**src/rtl/clock_timekeeper.sv**
```systemverilog
// clock_timekeeper: BCD time-of-day counter with button-driven set mode and blinking field enables
module clock_timekeeper #(
   parameter logic [7:0] INIT_HH = 8'h00,
   parameter logic [7:0] INIT_MM = 8'h00,
   parameter logic [7:0] INIT_SS = 8'h00
) (
   input  logic       clk,
   input  logic       rst,
   input  logic       clk_1hz_tick,
   input  logic       blink_toggle,
   input  logic       btn_mode,
   input  logic       btn_inc,
   output logic [7:0] hh_bcd,
   output logic [7:0] mm_bcd,
   output logic [7:0] ss_bcd,
   output logic [5:0] digit_en,
   output logic [1:0] mode,
   output logic       day_wrap
);
   typedef enum logic [1:0] {RUN = 2'd0, SET_HH = 2'd1, SET_MM = 2'd2, SET_SS = 2'd3} state_t;
   state_t state, state_nx;
   logic [7:0] hh_nx, mm_nx, ss_nx;
   logic run_tick, set_inc, wrap_nx;
   function automatic logic [7:0] bcd_inc(input logic [7:0] v, input logic [7:0] top);
      return (v == top) ? 8'h00 : (v[3:0] == 4'd9) ? {v[7:4] + 4'd1, 4'd0} : {v[7:4], v[3:0] + 4'd1};
   endfunction
   always_comb begin
      run_tick = (state == RUN) && clk_1hz_tick;
      set_inc  = (state != RUN) && btn_inc && !btn_mode;
      ss_nx    = (run_tick || (set_inc && state == SET_SS)) ? bcd_inc(ss_bcd, 8'h59) : ss_bcd;
      mm_nx    = ((run_tick && ss_bcd == 8'h59) || (set_inc && state == SET_MM)) ? bcd_inc(mm_bcd, 8'h59) : mm_bcd;
      hh_nx    = ((run_tick && ss_bcd == 8'h59 && mm_bcd == 8'h59) || (set_inc && state == SET_HH)) ? bcd_inc(hh_bcd, 8'h23) : hh_bcd;
      wrap_nx  = run_tick && hh_bcd == 8'h23 && mm_bcd == 8'h59 && ss_bcd == 8'h59;
      state_nx = btn_mode ? state_t'(state + 2'd1) : state;
   end
   always_ff @(posedge clk or posedge rst) begin
      if (rst) begin
         state    <= RUN;
         hh_bcd   <= INIT_HH;
         mm_bcd   <= INIT_MM;
         ss_bcd   <= INIT_SS;
         day_wrap <= 1'b0;
      end else begin
         state    <= state_nx;
         hh_bcd   <= hh_nx;
         mm_bcd   <= mm_nx;
         ss_bcd   <= ss_nx;
         day_wrap <= wrap_nx;
      end
   end
   assign mode     = state;
   assign digit_en = {(state == SET_HH) ? {2{blink_toggle}} : 2'b11,
                      (state == SET_MM) ? {2{blink_toggle}} : 2'b11,
                      (state == SET_SS) ? {2{blink_toggle}} : 2'b11};
endmodule

```
**config.mk**
```make
export PLATFORM = sky130hd
export DESIGN_NAME = clock_timekeeper
export DESIGN_NICKNAME = d
export VERILOG_FILES = /design/src/rtl/clock_timekeeper.sv
export SDC_FILE = /design/constraint.sdc
export NUM_CORES = 1
export LEC_CHECK = 0
export ABC_AREA = 1
export BUFFER_PORTS_ARGS = -buffer_cell sky130_fd_sc_hd__buf_2
export CAP_MARGIN = 20
export CORE_MARGIN = 3
export CORE_UTILIZATION = 54
export CTS_CLUSTER_SIZE = 20
export DETAILED_ROUTE_END_ITERATION = 6
export GPL_TIMING_DRIVEN = 0
export MAX_ROUTING_LAYER = met4
export PLACE_DENSITY = 0.8
export SETUP_SLACK_MARGIN = 0.1
export SLEW_MARGIN = 0
export SYNTH_ARGS = -nofsm -noshare
export SYNTH_HDL_FRONTEND = slang
export SYNTH_SLANG_ARGS = --single-unit
```
**constraint.sdc**
```tcl
create_clock -name clk -period 1.9 [get_ports clk]
set_input_delay 0.19 -clock clk [delete_from_list [all_inputs] [get_ports clk]]
set_output_delay 0.19 -clock clk [all_outputs]
set_load 0.01 [all_outputs]
```
## Word-level counts from Yosys, hierarchy flattened

Index checks and enable logic that the tools add are counted.

- Reductions and logical operators: 23
- Muxes and demuxes: 9
- Equal/unequal tests: 9
- Add/sub/neg operators: 7

Operators with widths:

| cell | count |
|---|---|
| $mux 8 | 6 |
| $add 4x1->4 const B | 6 |
| $eq 8x7->1 const B | 2 |
| $eq 4x4->1 const B | 3 |
| $logic_and 1x1->1 | 11 |
| $eq 8x6->1 const B | 1 |
| $reduce_bool 2->1 | 4 |
| $mux 2 | 3 |
| $reduce_and 2->1 | 3 |
| $eq 2x2->1 const B | 2 |
| $logic_or 1x1->1 | 3 |
| $add 2x1->2 const B | 1 |
| $eq 2x1->1 const B | 1 |
| $logic_not 2->1 | 1 |
| $logic_not 1->1 | 1 |

- Output and inout port bits: 33
- Logic and storage cells: 56
- Input port bits: 6
- Bits in registers: 27

## Longest topological paths before layout

Gate-level depths: netlist (run 1).

- Depth in word-level cells: 6
- Gate-level depth with buffers: 9
- Depth with buffers taken out: 9

## Worst setup path after synthesis (run 1)

No wires, ideal clock.

- Kind: register to register
- Start point: register state[0] (netlist: mode[0])
- End point: register hh_bcd[6]
- Arrival: 1370 ps
- Path slack: 413 ps
- Cell stages (with the launch flop): 9
- Path buffers: 0
- Period minus slack after synthesis: 1487 ps
- Data required time: 1783 ps
- Cells stage by stage: dfrtp_1 > inv_1 > ha_1 > nor3_2 > nand2_1 > nand2_4 > nand2_4 > nand2_1 > nand2_1

- Word-level cells in the longest chain between the ends: 6

Ends and longest elaborated chain:

| item | line | text |
|---|---|---|
| from (decl) | 21 | `state_t state, state_nx;` |
| from (signal assigned) | 44 | `state <= state_nx;` |
| $logic_not 2->1 / $reduce_bool 2->1 (equally long branches) | 28, 29 |  |
| $logic_and 1x1->1 (on tied branches) | 28, 29 |  |
| $logic_and 1x1->1 (on tied branches) | 32, 29 |  |
| $logic_and 1x1->1 | 32 | `hh_nx = ((run_tick && ss_bcd == 8'h59 && mm_bcd == 8'h59) \|\| (set_inc && state == SET_HH)) ? bcd_inc(hh_bcd, 8 ...` |
| $logic_or 1x1->1 * | 32 |  |
| $reduce_and 2->1 (no source line) * | - |  |
| to (signal assigned) | 45 | `hh_bcd <= hh_nx;` |
| to (decl) | 13 | `output logic [7:0] hh_bcd,` |

Every way passes the cells marked *; elsewhere a longest branch is shown, timed or not.
A chain may end at the register's enable or synchronous reset.

## Worst setup path after layout (run 1)

- Start point: register state[0] (netlist: mode[0])
- End point: register hh_bcd[4]

The elaborated chain is that of the path after synthesis.

==> results of run 1 <==
cell usage after synthesis (2+ instances only):
master                    instances
sky130_fd_sc_hd__xnor2_1          2
sky130_fd_sc_hd__ha_1            16
sky130_fd_sc_hd__nand3_2          2
sky130_fd_sc_hd__nand3_4          3
sky130_fd_sc_hd__nand3_1         21
sky130_fd_sc_hd__nand2_4          4
sky130_fd_sc_hd__o21ai_2          4
sky130_fd_sc_hd__nand2_1         41
sky130_fd_sc_hd__buf_4            4
sky130_fd_sc_hd__o21ai_0         11
sky130_fd_sc_hd__inv_1           29
sky130_fd_sc_hd__dfrtp_1         27
sky130_fd_sc_hd__nand4_1          4
sky130_fd_sc_hd__or2_2            2
sky130_fd_sc_hd__nor2_1          10
sky130_fd_sc_hd__xor2_1           8
cell families (layout without fill, tap and decap cells):
kind of cell / Yosys count / in the layout / share of synthesized area [%]
AND/OR/NAND/NOR: 93 / 93 / 29.5
buffers and inverters: 34 / 78 / 8.30
flip-flops: 27 / 27 / 39.3
AO/OA/AOI/OAI: 18 / 18 / 6.19
adder cells (fa/ha/maj): 16 / 16 / 11.6
XOR/XNOR: 10 / 10 / 5.09
placed cells by master (no fill, tap or decap):
cell                            count
sky130_fd_sc_hd__a21oi_1            1
sky130_fd_sc_hd__buf_16             1
sky130_fd_sc_hd__buf_2             38
sky130_fd_sc_hd__buf_4              4
sky130_fd_sc_hd__clkbuf_1           1
sky130_fd_sc_hd__clkbuf_4           3
sky130_fd_sc_hd__dfrtp_1           26
sky130_fd_sc_hd__dfrtp_2            1
sky130_fd_sc_hd__dlygate4sd3_1      1
sky130_fd_sc_hd__ha_1              16
sky130_fd_sc_hd__inv_1             29
sky130_fd_sc_hd__inv_2              1
sky130_fd_sc_hd__nand2_1           41
sky130_fd_sc_hd__nand2_2            1
sky130_fd_sc_hd__nand2_4            4
sky130_fd_sc_hd__nand3_1           21
sky130_fd_sc_hd__nand3_2            2
sky130_fd_sc_hd__nand3_4            3
sky130_fd_sc_hd__nand3b_1           1
sky130_fd_sc_hd__nand4_1            4
sky130_fd_sc_hd__nor2_1            10
sky130_fd_sc_hd__nor2_2             1
sky130_fd_sc_hd__nor2_8             1
sky130_fd_sc_hd__nor3_1             1
sky130_fd_sc_hd__nor3_2             1
sky130_fd_sc_hd__o21ai_0           11
sky130_fd_sc_hd__o21ai_1            1
sky130_fd_sc_hd__o21ai_2            4
sky130_fd_sc_hd__o22ai_1            1
sky130_fd_sc_hd__or2_2              2
sky130_fd_sc_hd__xnor2_1            2
sky130_fd_sc_hd__xor2_1             8
worst paths after layout:
| kind | from | endpoint | depth (start not counted) |
|---|---|---|---|
| setup / recovery | mode[0]$_DFFE_PP0P_ | hh_bcd[4]$_DFFE_PP0P_ | 8 |
| hold / removal | btn_mode | mode[0]$_DFFE_PP0P_ | 2 |
| setup reg to reg | mode[0]$_DFFE_PP0P_ | hh_bcd[4]$_DFFE_PP0P_ | 8 |
| hold reg to reg | mode[0]$_DFFE_PP0P_ | mode[0]$_DFFE_PP0P_ | 1 |
| max in group asynchronous | rst | mode[0]$_DFFE_PP0P_ | 4 |
| min in group asynchronous | rst | ss_bcd[7]$_DFFE_PP0P_ | 3 |
final cells by class:
cell class	count	area, um2	share of cell area (%)
Buffer	4	30.0	1.48
Clock buffer	4	26.3	1.30
Inverter	30	113	5.56
Multi-Input combinational cell	137	901	44.4
Sequential cell	27	677	33.4
Tap cell	42	52.6	2.59
Timing Repair Buffer	40	228	11.2
metrics by stage:
| stage | instance area, um2 | setup WS, ps | power, mW | hold WS (ps) | utilization, % |
|---|---|---|---|---|---|
| floorplan | 1720 | 413 | 1.69 | 243 | - |
| global placement | 1960 | 312 | 2.00 | 424 | 67.6 |
| detailed placement | 1960 | 251 | 2.06 | 428 | 67.6 |
| CTS | 1990 | 229 | 2.31 | 72.4 | 68.6 |
| global route | 2030 | 126 | 2.54 | 61.8 | 69.9 |
| finish | 2030 | 288 | 2.29 | 75.5 | 69.9 |
power groups by stage:
stage	Combinational [mW]	Sequential [mW]	Clock [mW]
floorplan	0.660	1.03	0
global placement	1.03	0.966	0
detailed placement	1.08	0.975	0
CTS	1.09	0.965	0.259
global route	1.24	1.01	0.287
finish	1.08	0.967	0.249
layer usage:
layer / share of wire [%] / global-route usage (%) / vias up
met5: 0 / - / -
met4: 0.57 / 5.51 / 0
met3: 3.7 / 2.34 / 2
met2: 49 / 33.6 / 28
met1: 47 / 23.9 / 651
li1: - / - / 716
worst reg2reg max path, delay by kind of cell (launching register included):
| family | cells | cell delay (ps) |
|---|---|---|
| flops | 1 | 430 |
| simple gates | 6 | 790 |
| buf+inv | 1 | 80 |
| fa+ha+maj | 1 | 230 |
sequential cells by signal (all words and copies together) (netlist names):
register and cells:
ss_bcd 8, day_wrap 1, hh_bcd 8, mode 2
mm_bcd 8
repair_timing:
item,in CTS,in global routing
endpoints found under the setup margin,0,5
hold endpoints to repair,0,7
gates resized for setup,0,1
hold buffers,0,1
buffers inserted,0,0
==> results_tabular.tex, run 1 <==
\begin{tabular}{lr}
\hline
Metric & Value \\
\hline
\multicolumn{2}{l}{\textbf{Power and ir drop}} \\
\quad Switching part of the total & 43.5\% \\
\quad Logic gate share of total power & 46.9\% \\
\quad Sequential fraction of design power & 42.2\% \\
\quad Net switching component of the power & 0.998 mW \\
\quad Clk network pwr share & 10.9\% \\
\quad Design internal power & 1.29 mW \\
\quad Leak pwr & 1.16 nW \\
\quad Total power divided by cell area & 1130 nW/um2 \\
\quad Maximum vdd drop & 0.000628 V \\
\multicolumn{2}{l}{\textbf{GRT}} \\
\quad Overflow left after global routing & 0 \\
\quad Maximum number of pins on one net before global-route repair & 28 \\
\quad Number of antenna violations at the first check in global routing & 0 \\
\quad Wire length of the first global-routing pass & 6.13 mm \\
\quad GRT Util Overall & roughly 19\% \\
\quad Number of global-route vias before repair & 1416 \\
\multicolumn{2}{l}{\textbf{Floorplan}} \\
\quad Chip width & 62.4 um \\
\quad Die ar. & a little under 4000 um2 \\
\quad Die span in y & $\sim$62 um \\
\quad Io pins & 39 \\
\quad Std-Cell Rows & 19 \\
\quad Standard cell core area & 2900 um2 \\
\quad Initial cell density of the core & 59.3\% \\
\multicolumn{2}{l}{\textbf{Clock network}} \\
\quad Number of levels in the clock H-tree & 1 \\
\quad Source-to-sink clock delay at the later pin of the worst-skew pair & 320 ps \\
\quad Root Buffer & sky130\_fd\_sc\_hd\_\_clkbuf\_4 \\
\quad Num CTS Buffers & 3 \\
\quad Clock tree sinks & 27 \\
\quad Number of buffers on the longest clock path & 2 \\
\quad Clock tree from TritonCTS & yes \\
\quad Clock input transition at the sequential cells of the worst setup and hold paths & approximately 140 ps \\
\multicolumn{2}{l}{\textbf{Synthesis}} \\
\quad Post-synthesis async set-or-reset flop share & 100\% \\
\quad Netlist Area Pre-Place & 1720 um2 \\
\quad Post-Syn Instances & 198 \\
\quad Predominant post-synthesis flop cell & sky130\_fd\_sc\_hd\_\_dfrtp\_1 \\
\quad Synthesis-stage register bit count & 27 \\
\quad Proportion of netlist area held by the largest area contributor & 39.3\% \\
\quad Net count after synthesis & between 200 and 250 \\
\quad Share of synthesized area occupied by flip-flops and latches & roughly 40\% \\
\quad Synth Area per Inst & 8.68 um2 \\
\quad Number of enable flip-flop cells after synthesis & 0 \\
\quad Number of distinct library cells after synthesis & 26 \\
\quad Count of yosys warnings during synthesis & 0 \\
\quad Most area-hungry cell type in the Yosys netlist & sky130\_fd\_sc\_hd\_\_dfrtp\_1 \\
\quad Leading cell types by total area after synthesis & sky130\_fd\_sc\_hd\_\_dfrtp\_1 (39\%), sky130\_fd\_sc\_hd\_\_ha\_1 (12\%), sky130\_fd\_sc\_hd\_\_nand2\_1 (9.0\%), sky130\_fd\_sc\_hd\_\_inv\_1 (6.3\%), sky130\_fd\_sc\_hd\_\_nand3\_1 (6.1\%) \\
\multicolumn{2}{l}{\textbf{Worst hold path}} \\
\quad Tightest Hold Check Type & input port to register \\
\multicolumn{2}{l}{\textbf{Placement}} \\
\quad Routability cong. & 0.829 \\
\quad Number of input and output port buffers inserted & 38 \\
\quad Placed wire-length estimate after detailed placement & 2.60 mm \\
\quad Number of instances in the placed design & 278 \\
\multicolumn{2}{l}{\textbf{Critical path}} \\
\quad Category of the worst setup path capture point & register \\
\quad WP data required & $\sim$2100 ps \\
\quad Slowest cell delay on critical path & 430 ps \\
\quad Maximum net fanout on the critical path & 10 \\
\quad WP buf/inv & 1 \\
\quad Worst Path Arrival & 1840 ps \\
\quad Slowest library cell on the worst path & sky130\_fd\_sc\_hd\_\_dfrtp\_2 \\
\quad Cell chain of the critical path & inv\_1 -> ha\_1 -> nor3\_2 -> nand2\_1 -> nand2\_4 -> nand2\_4 -> nand2\_1 -> nand2\_1 \\
\quad Kind of start point of the critical path & register \\
\quad Cell occurring most often along the worst timing path & sky130\_fd\_sc\_hd\_\_nand2\_1 \\
\quad Family with the most delay on the worst path & simple AND/OR/NAND/NOR gates \\
\quad Critical path type & register to register \\
\quad R2r setup slk & between 200 and 300 ps \\
\multicolumn{2}{l}{\textbf{STA}} \\
\quad Part of the cycle the worst path needs & 84.9\% \\
\quad Minimum clock period after layout & 1610 ps \\
\quad Fin. Hold Viols & 0 \\
\quad Number of setup violations in the final report & 0 \\
\quad Unrepaired setup endpoints after global routing & no \\
\quad Top achievable clock speed & 0.620 GHz \\
\quad Actual transition at the worst max-transition pin & 374 ps \\
\quad Slew Limit Fails & 0 \\
\quad Slew headroom & 75.1\% \\
\quad Maximum clock skew at final layout & 3.04 ps \\
\quad Setup Total Neg Slack & 0 ps \\
\multicolumn{2}{l}{\textbf{Layout}} \\
\quad Number of cells in the finished layout apart from fillers & 284 \\
\quad Layout Area Growth over Synthesis & 17.9\% \\
\quad Fraction of final layout cells with drive strength greater than 1 & 27.7\% \\
\quad Filler cell count in the final layout & 247 \\
\quad Number of antenna cells inserted & 0 \\
\quad Post-layout net count & 265 \\
\multicolumn{2}{l}{\textbf{Job}} \\
\quad Number of max-cap violations & 0 \\
\multicolumn{2}{l}{\textbf{Drt}} \\
\quad Pre-Repair DR Iteration Count & 4 \\
\quad Final ANT Viol Nets & 0 \\
\quad Via/cell ratio & 4.92 \\
\quad Count of vias placed by the detailed router & 1397 \\
\quad 1st-iter DRT viols & 53 \\
\quad Wire length per cell after detailed routing & 11.6 um \\
\quad Post-route DRC & 0 \\
\quad Total wirelength of the detailed-routed design & 3.31 mm \\
\multicolumn{2}{l}{\textbf{Outcome}} \\
\quad Run status & completed \\
\hline
\end{tabular}
No activity file was read; power rests on OpenSTA's default activity.
==> run 2: changes to the inputs <==
CORE_UTILIZATION = 48   (was 54)
PLACE_DENSITY = 0.75   (was 0.8)
clock period = 1.32 ns   (was 1.9 ns; I/O delays follow)
==> results_tabular.tex, run 2 (synthesis results as in run 1) <==
\begin{tabular}{lr}
\hline
Metric & Value \\
\hline
\multicolumn{2}{l}{\textbf{Layout}} \\
\quad Fraction of final layout cells with drive strength greater than 1 & 53.3\% (was 27.7\%) \\
\quad Most frequent cells in the layout & sky130\_fd\_sc\_hd\_\_buf\_2 (31), sky130\_fd\_sc\_hd\_\_buf\_4 (27), sky130\_fd\_sc\_hd\_\_nand2\_1 (24) (was sky130\_fd\_sc\_hd\_\_nand2\_1 (41), sky130\_fd\_sc\_hd\_\_buf\_2 (38), sky130\_fd\_sc\_hd\_\_inv\_1 (29)) \\
\quad Number of antenna cells inserted & 0 (unchanged) \\
\quad Most common cell after layout, fill and taps aside & sky130\_fd\_sc\_hd\_\_buf\_2 (was sky130\_fd\_sc\_hd\_\_nand2\_1) \\
\quad Layout Area Growth over Synthesis & 54.7\% (was 17.9\%) \\
\quad Number of cells in the finished layout apart from fillers & 322 (was 284) \\
\quad Post-layout net count & 299 (was 265) \\
\quad Core occupancy in the finished layout & 78.5\% (was 69.9\%) \\
\quad Top Registers & hh\_bcd x8, mm\_bcd x8, ss\_bcd x8 (unchanged) \\
\multicolumn{2}{l}{\textbf{STA}} \\
\quad Part of the cycle the worst path needs & 114\% (was 84.9\%) \\
\quad Unrepaired setup endpoints after global routing & yes (was no) \\
\quad Number of setup violations in the final report & 31 (was 0) \\
\quad Slew Limit Fails & 0 (unchanged) \\
\quad Slew headroom & 80.6\% (was 75.1\%) \\
\quad Fin. Hold Viols & 0 (unchanged) \\
\quad Top achievable clock speed & 0.667 GHz (was 0.620 GHz) \\
\quad Worst-case setup margin in the final layout & -179 ps (was 288 ps) \\
\quad Maximum clock skew at final layout & 12.7 ps (was 3.04 ps) \\
\quad Minimum clock period after layout & 1500 ps (was 1610 ps) \\
\quad Final-layout worst hold slack & 35.4 ps (was 75.5 ps) \\
\quad Actual transition at the worst max-transition pin & 289 ps (was 374 ps) \\
\multicolumn{2}{l}{\textbf{Power and ir drop}} \\
\quad Leak pwr & 1.37 nW (was 1.16 nW) \\
\quad Maximum vdd drop & 0.00118 V (was 0.000628 V) \\
\quad Total power divided by cell area & 1740 nW/um2 (was 1130 nW/um2) \\
\multicolumn{2}{l}{\textbf{Placement}} \\
\quad Placed wire-length estimate after detailed placement & 2.44 mm (was 2.60 mm) \\
\quad Number of instances in the placed design & 282 (was 278) \\
\quad Number of input and output port buffers inserted & 38 (unchanged) \\
\quad Routability cong. & 0.772 (was 0.829) \\
\multicolumn{2}{l}{\textbf{Clock network}} \\
\quad Num CTS Buffers & 3 (unchanged) \\
\quad Number of buffers on the longest clock path & 2 (unchanged) \\
\quad Clock tree from TritonCTS & yes (unchanged) \\
\quad Root Buffer & sky130\_fd\_sc\_hd\_\_clkbuf\_4 (unchanged) \\
\quad Number of levels in the clock H-tree & 1 (unchanged) \\
\quad Source-to-sink clock delay at the later pin of the worst-skew pair & 340 ps (was 320 ps) \\
\quad Clock tree sinks & 27 (unchanged) \\
\quad Clock input transition at the sequential cells of the worst setup and hold paths & 160 ps (was 140 ps) \\
\multicolumn{2}{l}{\textbf{Critical path}} \\
\quad Maximum net fanout on the critical path & 6 (was 10) \\
\quad R2r setup slk & -180 ps (was 290 ps) \\
\quad Worst Path Arrival & 1790 ps (was 1840 ps) \\
\quad Critical path type & register to register (unchanged) \\
\quad Slowest library cell on the worst path & sky130\_fd\_sc\_hd\_\_dfrtp\_1 (was sky130\_fd\_sc\_hd\_\_dfrtp\_2) \\
\quad Cell occurring most often along the worst timing path & sky130\_fd\_sc\_hd\_\_nand3\_4 (was sky130\_fd\_sc\_hd\_\_nand2\_1) \\
\quad Kind of start point of the critical path & register (unchanged) \\
\quad WP data required & 1610 ps (was 2130 ps) \\
\quad Cell chain of the critical path & inv\_2 -> ha\_4 -> nand3\_4 -> nor2\_8 -> nand3\_4 -> buf\_4 -> buf\_6 -> nor2\_2 (was inv\_1 -> ha\_1 -> nor3\_2 -> nand2\_1 -> nand2\_4 -> nand2\_4 -> nand2\_1 -> nand2\_1) \\
\quad Slowest cell delay on critical path & 440 ps (was 430 ps) \\
\quad Category of the worst setup path capture point & register (unchanged) \\
\multicolumn{2}{l}{\textbf{Worst hold path}} \\
\quad Tightest Hold Check Type & input port to register (unchanged) \\
\multicolumn{2}{l}{\textbf{Drt}} \\
\quad Post-route DRC & 0 (unchanged) \\
\quad Total wirelength of the detailed-routed design & 4.54 mm (was 3.31 mm) \\
\quad Final ANT Viol Nets & 0 (unchanged) \\
\quad Via/cell ratio & 4.93 (was 4.92) \\
\quad Pre-Repair DR Iteration Count & 4 (unchanged) \\
\quad Wire length per cell after detailed routing & 14.1 um (was 11.6 um) \\
\quad 1st-iter DRT viols & 82 (was 53) \\
\quad Count of vias placed by the detailed router & 1588 (was 1397) \\
\multicolumn{2}{l}{\textbf{Job}} \\
\quad Number of max-cap violations & 0 (unchanged) \\
\multicolumn{2}{l}{\textbf{Floorplan}} \\
\quad Initial cell density of the core & 50.7\% (was 59.3\%) \\
\quad Standard cell core area & 3390 um2 (was 2900 um2) \\
\quad Io pins & 39 (unchanged) \\
\quad Die span in y & 65.8 um (was 62.4 um) \\
\quad Chip width & 65.8 um (was 62.4 um) \\
\quad Die ar. & 4340 um2 (was 3900 um2) \\
\quad Std-Cell Rows & 21 (was 19) \\
\multicolumn{2}{l}{\textbf{Outcome}} \\
\quad Violations in the final reports & negative setup slack \\
\quad Run status & complete, but fails checks (was completed) \\
\multicolumn{2}{l}{\textbf{GRT}} \\
\quad Number of antenna violations at the first check in global routing & 0 (unchanged) \\
\quad GRT Util Overall & 21.2\% (was 19.4\%) \\
\quad Overflow left after global routing & 0 (unchanged) \\
\quad Wire length of the first global-routing pass & 6.98 mm (was 6.13 mm) \\
\quad Maximum number of pins on one net before global-route repair & 28 (unchanged) \\
\quad Number of global-route vias before repair & 1543 (was 1416) \\
\hline
\end{tabular}
==> run 2: critical path: cells and delay by family, from the launching register on <==
kind	cells	cell delay, ps
adders and majority gates	1	130
buffers and inverters	3	380
DFF	1	440
and+or+nand+nor	4	490
==> run 2: path summary, 6_finish.rpt <==
kind | start | to | depth (start not counted)
setup / recovery | ss_bcd[5]$_DFFE_PP0P_ | day_wrap$_DFF_PP0_ | 8
hold / removal | btn_mode | mode[0]$_DFFE_PP0P_ | 2
setup reg to reg | ss_bcd[5]$_DFFE_PP0P_ | day_wrap$_DFF_PP0_ | 8
hold reg to reg | mm_bcd[7]$_DFFE_PP0P_ | mm_bcd[7]$_DFFE_PP0P_ | 2
max in group asynchronous | rst | mode[1]$_DFFE_PP0P_ | 4
min in group asynchronous | rst | ss_bcd[7]$_DFFE_PP0P_ | 3
==> run 2: report_power, final <==
part	switching, mW	internal, mW	total [mW]	leakage, nW
clock	0.260	0.114	0.374	0.0177
combinational	1.40	1.41	2.81	1.01
sequential	0.353	1.09	1.44	0.343
==> run 2: area by class of cell <==
cell class	instances	area [um2]
Multi-Input combinational cell	138	1180
Fill cell	225	729
Sequential cell	27	682
Timing Repair Buffer	73	551
Inverter	30	115
Tap cell	46	57.6
Buffer	4	45.0
Clock buffer	3	22.5
Clock inverter	1	5.00
==> run 2: through the flow <==
stage | setup TNS, ps | total power, mW | setup WS [ps] | instance area, um2
floorplan | -1180 | 2.52 | -87.6 | 1770
global placement | -2570 | 2.99 | -162 | 2010
detailed placement | -3310 | 3.05 | -198 | 2010
CTS | -2520 | 4.05 | -150 | 2380
global route | -5710 | 4.97 | -251 | 2660
finish | -3270 | 4.63 | -179 | 2660
==> run 2: per-layer routing <==
metal,track usage (%),part of all wire (%),up-vias
met5,-,0,-
met3,4.76,3.5,11
li1,-,-,789
met2,36.9,55,30
met1,24.7,40,758
met4,5.18,1.7,0
==> run 2: repair_timing <==
action                                  4_1_cts  5_1_grt
cloned                                        2        0
endpoints found under the setup margin       31       35
endpoints found under the hold margin         0       27
hold buffers                                  0        1
pin swaps                                    16       10
setup buffers                                20       14
gates resized for setup                      46       33
==> run 3: changes to the inputs <==
GPL_TIMING_DRIVEN = unset   (was 0)
==> results_tabular.tex, run 3 (synthesis results as in run 1) <==
\begin{tabular}{lr}
\hline
Metric & Value \\
\hline
\multicolumn{2}{l}{\textbf{Outcome}} \\
\quad Run status & complete, but fails checks (unchanged) \\
\quad Violations in the final reports & negative setup slack (unchanged) \\
\multicolumn{2}{l}{\textbf{Layout}} \\
\quad Post-layout net count & 308 (was 299) \\
\quad Sequential standard cell area & 679 um2 (was 682 um2) \\
\quad Number of antenna cells inserted & 0 (unchanged) \\
\quad Layout Area Growth over Synthesis & 60.3\% (was 54.7\%) \\
\quad Top Registers & hh\_bcd x8, mm\_bcd x8, ss\_bcd x8 (unchanged) \\
\quad Number of cells in the finished layout apart from fillers & 331 (was 322) \\
\quad Most frequent cells in the layout & sky130\_fd\_sc\_hd\_\_buf\_2 (33), sky130\_fd\_sc\_hd\_\_buf\_4 (28), sky130\_fd\_sc\_hd\_\_buf\_6 (24), sky130\_fd\_sc\_hd\_\_dfrtp\_1 (24), sky130\_fd\_sc\_hd\_\_nand2\_1 (22) (was sky130\_fd\_sc\_hd\_\_buf\_2 (31), sky130\_fd\_sc\_hd\_\_buf\_4 (27), sky130\_fd\_sc\_hd\_\_nand2\_1 (24)) \\
\quad Fraction of final layout cells with drive strength greater than 1 & 56.8\% (was 53.3\%) \\
\quad Most common cell after layout, fill and taps aside & sky130\_fd\_sc\_hd\_\_buf\_2 (unchanged) \\
\quad Area of the multi-input gates & 1220 um2 (was 1180 um2) \\
\quad Filler cell count in the final layout & 189 (was 225) \\
\multicolumn{2}{l}{\textbf{Drt}} \\
\quad Pre-Repair DR Iteration Count & 4 (unchanged) \\
\quad Wire length on met3 & 136 um (was 157 um) \\
\quad 1st-iter DRT viols & 97 (was 82) \\
\quad Final ANT Viol Nets & 0 (unchanged) \\
\quad Uppermost layer routed & met4 (unchanged) \\
\quad Metal1 wirelength & 2.07 mm (was 1.82 mm) \\
\quad Routed wl met2 & 2.45 mm (was 2.48 mm) \\
\quad Post-route DRC & 0 (unchanged) \\
\quad Count of vias placed by the detailed router & 1639 (was 1588) \\
\quad Total wirelength of the detailed-routed design & 4.76 mm (was 4.54 mm) \\
\quad Via/cell ratio & 4.95 (was 4.93) \\
\quad Wire length per cell after detailed routing & 14.4 um (was 14.1 um) \\
\multicolumn{2}{l}{\textbf{STA}} \\
\quad Fin. Hold Viols & 0 (unchanged) \\
\quad Part of the cycle the worst path needs & 115\% (was 114\%) \\
\quad Unrepaired setup endpoints after global routing & yes (unchanged) \\
\quad Maximum clock skew at final layout & 5.58 ps (was 12.7 ps) \\
\quad Final-layout worst hold slack & 58.9 ps (was 35.4 ps) \\
\quad Number of setup violations in the final report & 30 (was 31) \\
\quad Minimum clock period after layout & 1510 ps (was 1500 ps) \\
\quad Slew headroom & 76.4\% (was 80.6\%) \\
\quad Top achievable clock speed & 0.660 GHz (was 0.667 GHz) \\
\quad Slew Limit Fails & 0 (unchanged) \\
\quad Actual transition at the worst max-transition pin & 354 ps (was 289 ps) \\
\quad Worst-case setup margin in the final layout & -195 ps (was -179 ps) \\
\multicolumn{2}{l}{\textbf{Clock network}} \\
\quad Clock tree from TritonCTS & yes (unchanged) \\
\quad Num CTS Buffers & 3 (unchanged) \\
\quad Clock tree sinks & 27 (unchanged) \\
\quad Root Buffer & sky130\_fd\_sc\_hd\_\_clkbuf\_4 (unchanged) \\
\quad Number of buffers on the longest clock path & 2 (unchanged) \\
\quad Clock input transition at the sequential cells of the worst setup and hold paths & 150 ps (was 160 ps) \\
\quad Number of levels in the clock H-tree & 1 (unchanged) \\
\quad Source-to-sink clock delay at the later pin of the worst-skew pair & 320 ps (was 340 ps) \\
\multicolumn{2}{l}{\textbf{Job}} \\
\quad Number of max-cap violations & 0 (unchanged) \\
\multicolumn{2}{l}{\textbf{Power and ir drop}} \\
\quad Leak pwr & 1.44 nW (was 1.37 nW) \\
\quad Total power divided by cell area & 1750 nW/um2 (was 1740 nW/um2) \\
\quad Maximum vdd drop & 0.00114 V (was 0.00118 V) \\
\multicolumn{2}{l}{\textbf{GRT}} \\
\quad Number of antenna violations at the first check in global routing & 0 (unchanged) \\
\quad Wire length of the first global-routing pass & 7.56 mm (was 6.98 mm) \\
\quad Overflow left after global routing & 0 (unchanged) \\
\quad GRT Util Overall & 23.0\% (was 21.2\%) \\
\quad Number of global-route vias before repair & 1655 (was 1543) \\
\quad Maximum number of pins on one net before global-route repair & 28 (unchanged) \\
\multicolumn{2}{l}{\textbf{Worst hold path}} \\
\quad Number of cells traversed by the worst hold path & 2 (unchanged) \\
\quad Tightest Hold Check Type & input port to register (unchanged) \\
\quad Min-delay src & btn\_mode (unchanged) \\
\multicolumn{2}{l}{\textbf{Critical path}} \\
\quad Worst Path Arrival & 1380 ps (was 1790 ps) \\
\quad Maximum net fanout on the critical path & 3 (was 6) \\
\quad Critical path type & register to primary output (was register to register) \\
\quad Family with the most delay on the worst path & flip-flops (was simple AND/OR/NAND/NOR gates) \\
\quad Cell chain of the critical path & inv\_2 -> buf\_6 -> ha\_4 -> buf\_6 -> nand2\_4 -> buf\_6 (was inv\_2 -> ha\_4 -> nand3\_4 -> nor2\_8 -> nand3\_4 -> buf\_4 -> buf\_6 -> nor2\_2) \\
\quad Kind of start point of the critical path & register (unchanged) \\
\quad Category of the worst setup path capture point & primary output (was register) \\
\quad Reg2Reg Launch Point & mode[0]\$\_DFFE\_PP0P\_ (was ss\_bcd[5]\$\_DFFE\_PP0P\_) \\
\quad Length in cells of the worst reg-to-reg path & 8 (unchanged) \\
\quad Cell occurring most often along the worst timing path & sky130\_fd\_sc\_hd\_\_buf\_6 (was sky130\_fd\_sc\_hd\_\_nand3\_4) \\
\quad Slowest cell delay on critical path & 460 ps (was 440 ps) \\
\quad WP data required & 1190 ps (was 1610 ps) \\
\quad Number of gates on the worst path with buffers counted & 6 (was 8) \\
\quad Slowest library cell on the worst path & sky130\_fd\_sc\_hd\_\_dfrtp\_2 (was sky130\_fd\_sc\_hd\_\_dfrtp\_1) \\
\quad WP buf/inv & 4 (was 3) \\
\quad Critical Path Source & mode[0]\$\_DFFE\_PP0P\_ (was ss\_bcd[5]\$\_DFFE\_PP0P\_) \\
\multicolumn{2}{l}{\textbf{Placement}} \\
\quad Placed wire-length estimate after detailed placement & 2.77 mm (was 2.44 mm) \\
\quad Routability cong. & 0.794 (was 0.772) \\
\quad Number of instances in the placed design & 312 (was 282) \\
\quad Number of input and output port buffers inserted & 38 (unchanged) \\
\multicolumn{2}{l}{\textbf{Floorplan}} \\
\quad Standard cell core area & 3390 um2 (unchanged) \\
\quad Io pins & 39 (unchanged) \\
\quad Std-Cell Rows & 21 (unchanged) \\
\quad Initial cell density of the core & 50.7\% (unchanged) \\
\quad Die span in y & 65.8 um (unchanged) \\
\quad Die ar. & 4340 um2 (unchanged) \\
\quad Chip width & 65.8 um (unchanged) \\
\hline
\end{tabular}
-- run 3: stage by stage --
step	setup WS, ps	setup TNS (ps)	total power, mW	instance area (um2)	utilization (%)
CTS	-165	-2630	4.38	2590	76.5
detailed placement	-110	-1640	3.42	2230	65.9
finish	-195	-2800	4.83	2760	81.3
global route	-249	-4700	5.19	2760	81.3
global placement	-69.9	-754	3.35	2230	65.9
floorplan	-87.6	-1180	2.52	1770	-
-- run 3: repair_timing --
action                                  in CTS  in global routing
hold buffers                                 1                  0
endpoints found under the setup margin      31                 34
pin swaps                                   21                 15
gates cloned                                 2                  0
buffers inserted                             6                  7
endpoints found under the hold margin       27                  0
resized for setup                           64                 35
-- run 3: area by class of cell --
type	instances	area share (%)
multi-input cells	138	44.2
flip-flops and latches	27	24.7
repair buffers	86	23.8
inverters	30	4.31
well taps	46	2.09
clock buffers	4	0.954
-- run 3: path summary, 6_finish.rpt --
| kind | to | slack (ps) |
|---|---|---|
| setup / recovery | digit_en[2] | -190 |
| hold reg to reg | hh_bcd[7]$_DFFE_PP0P_ | 560 |
| hold / removal | mode[0]$_DFFE_PP0P_ | 60 |
| max in group asynchronous | mm_bcd[6]$_DFFE_PP0P_ | 620 |
| min in group asynchronous | ss_bcd[6]$_DFFE_PP0P_ | 410 |
| setup reg to reg | ss_bcd[7]$_DFFE_PP0P_ | -150 |
-- run 3: routing by layer --
metal	GRT usage (%)	vias up
met2	39.8	38
met3	2.55	10
met4	5.96	0
met5	-	-
met1	28.7	783
li1	-	808
-- run 3: where the power goes --
| group | internal [mW] | switching (mW) |
|---|---|---|
| Sequential | 1.08 | 0.287 |
| Clock | 0.118 | 0.248 |
| Combinational | 1.58 | 1.51 |
| Total | 2.78 | 2.05 |
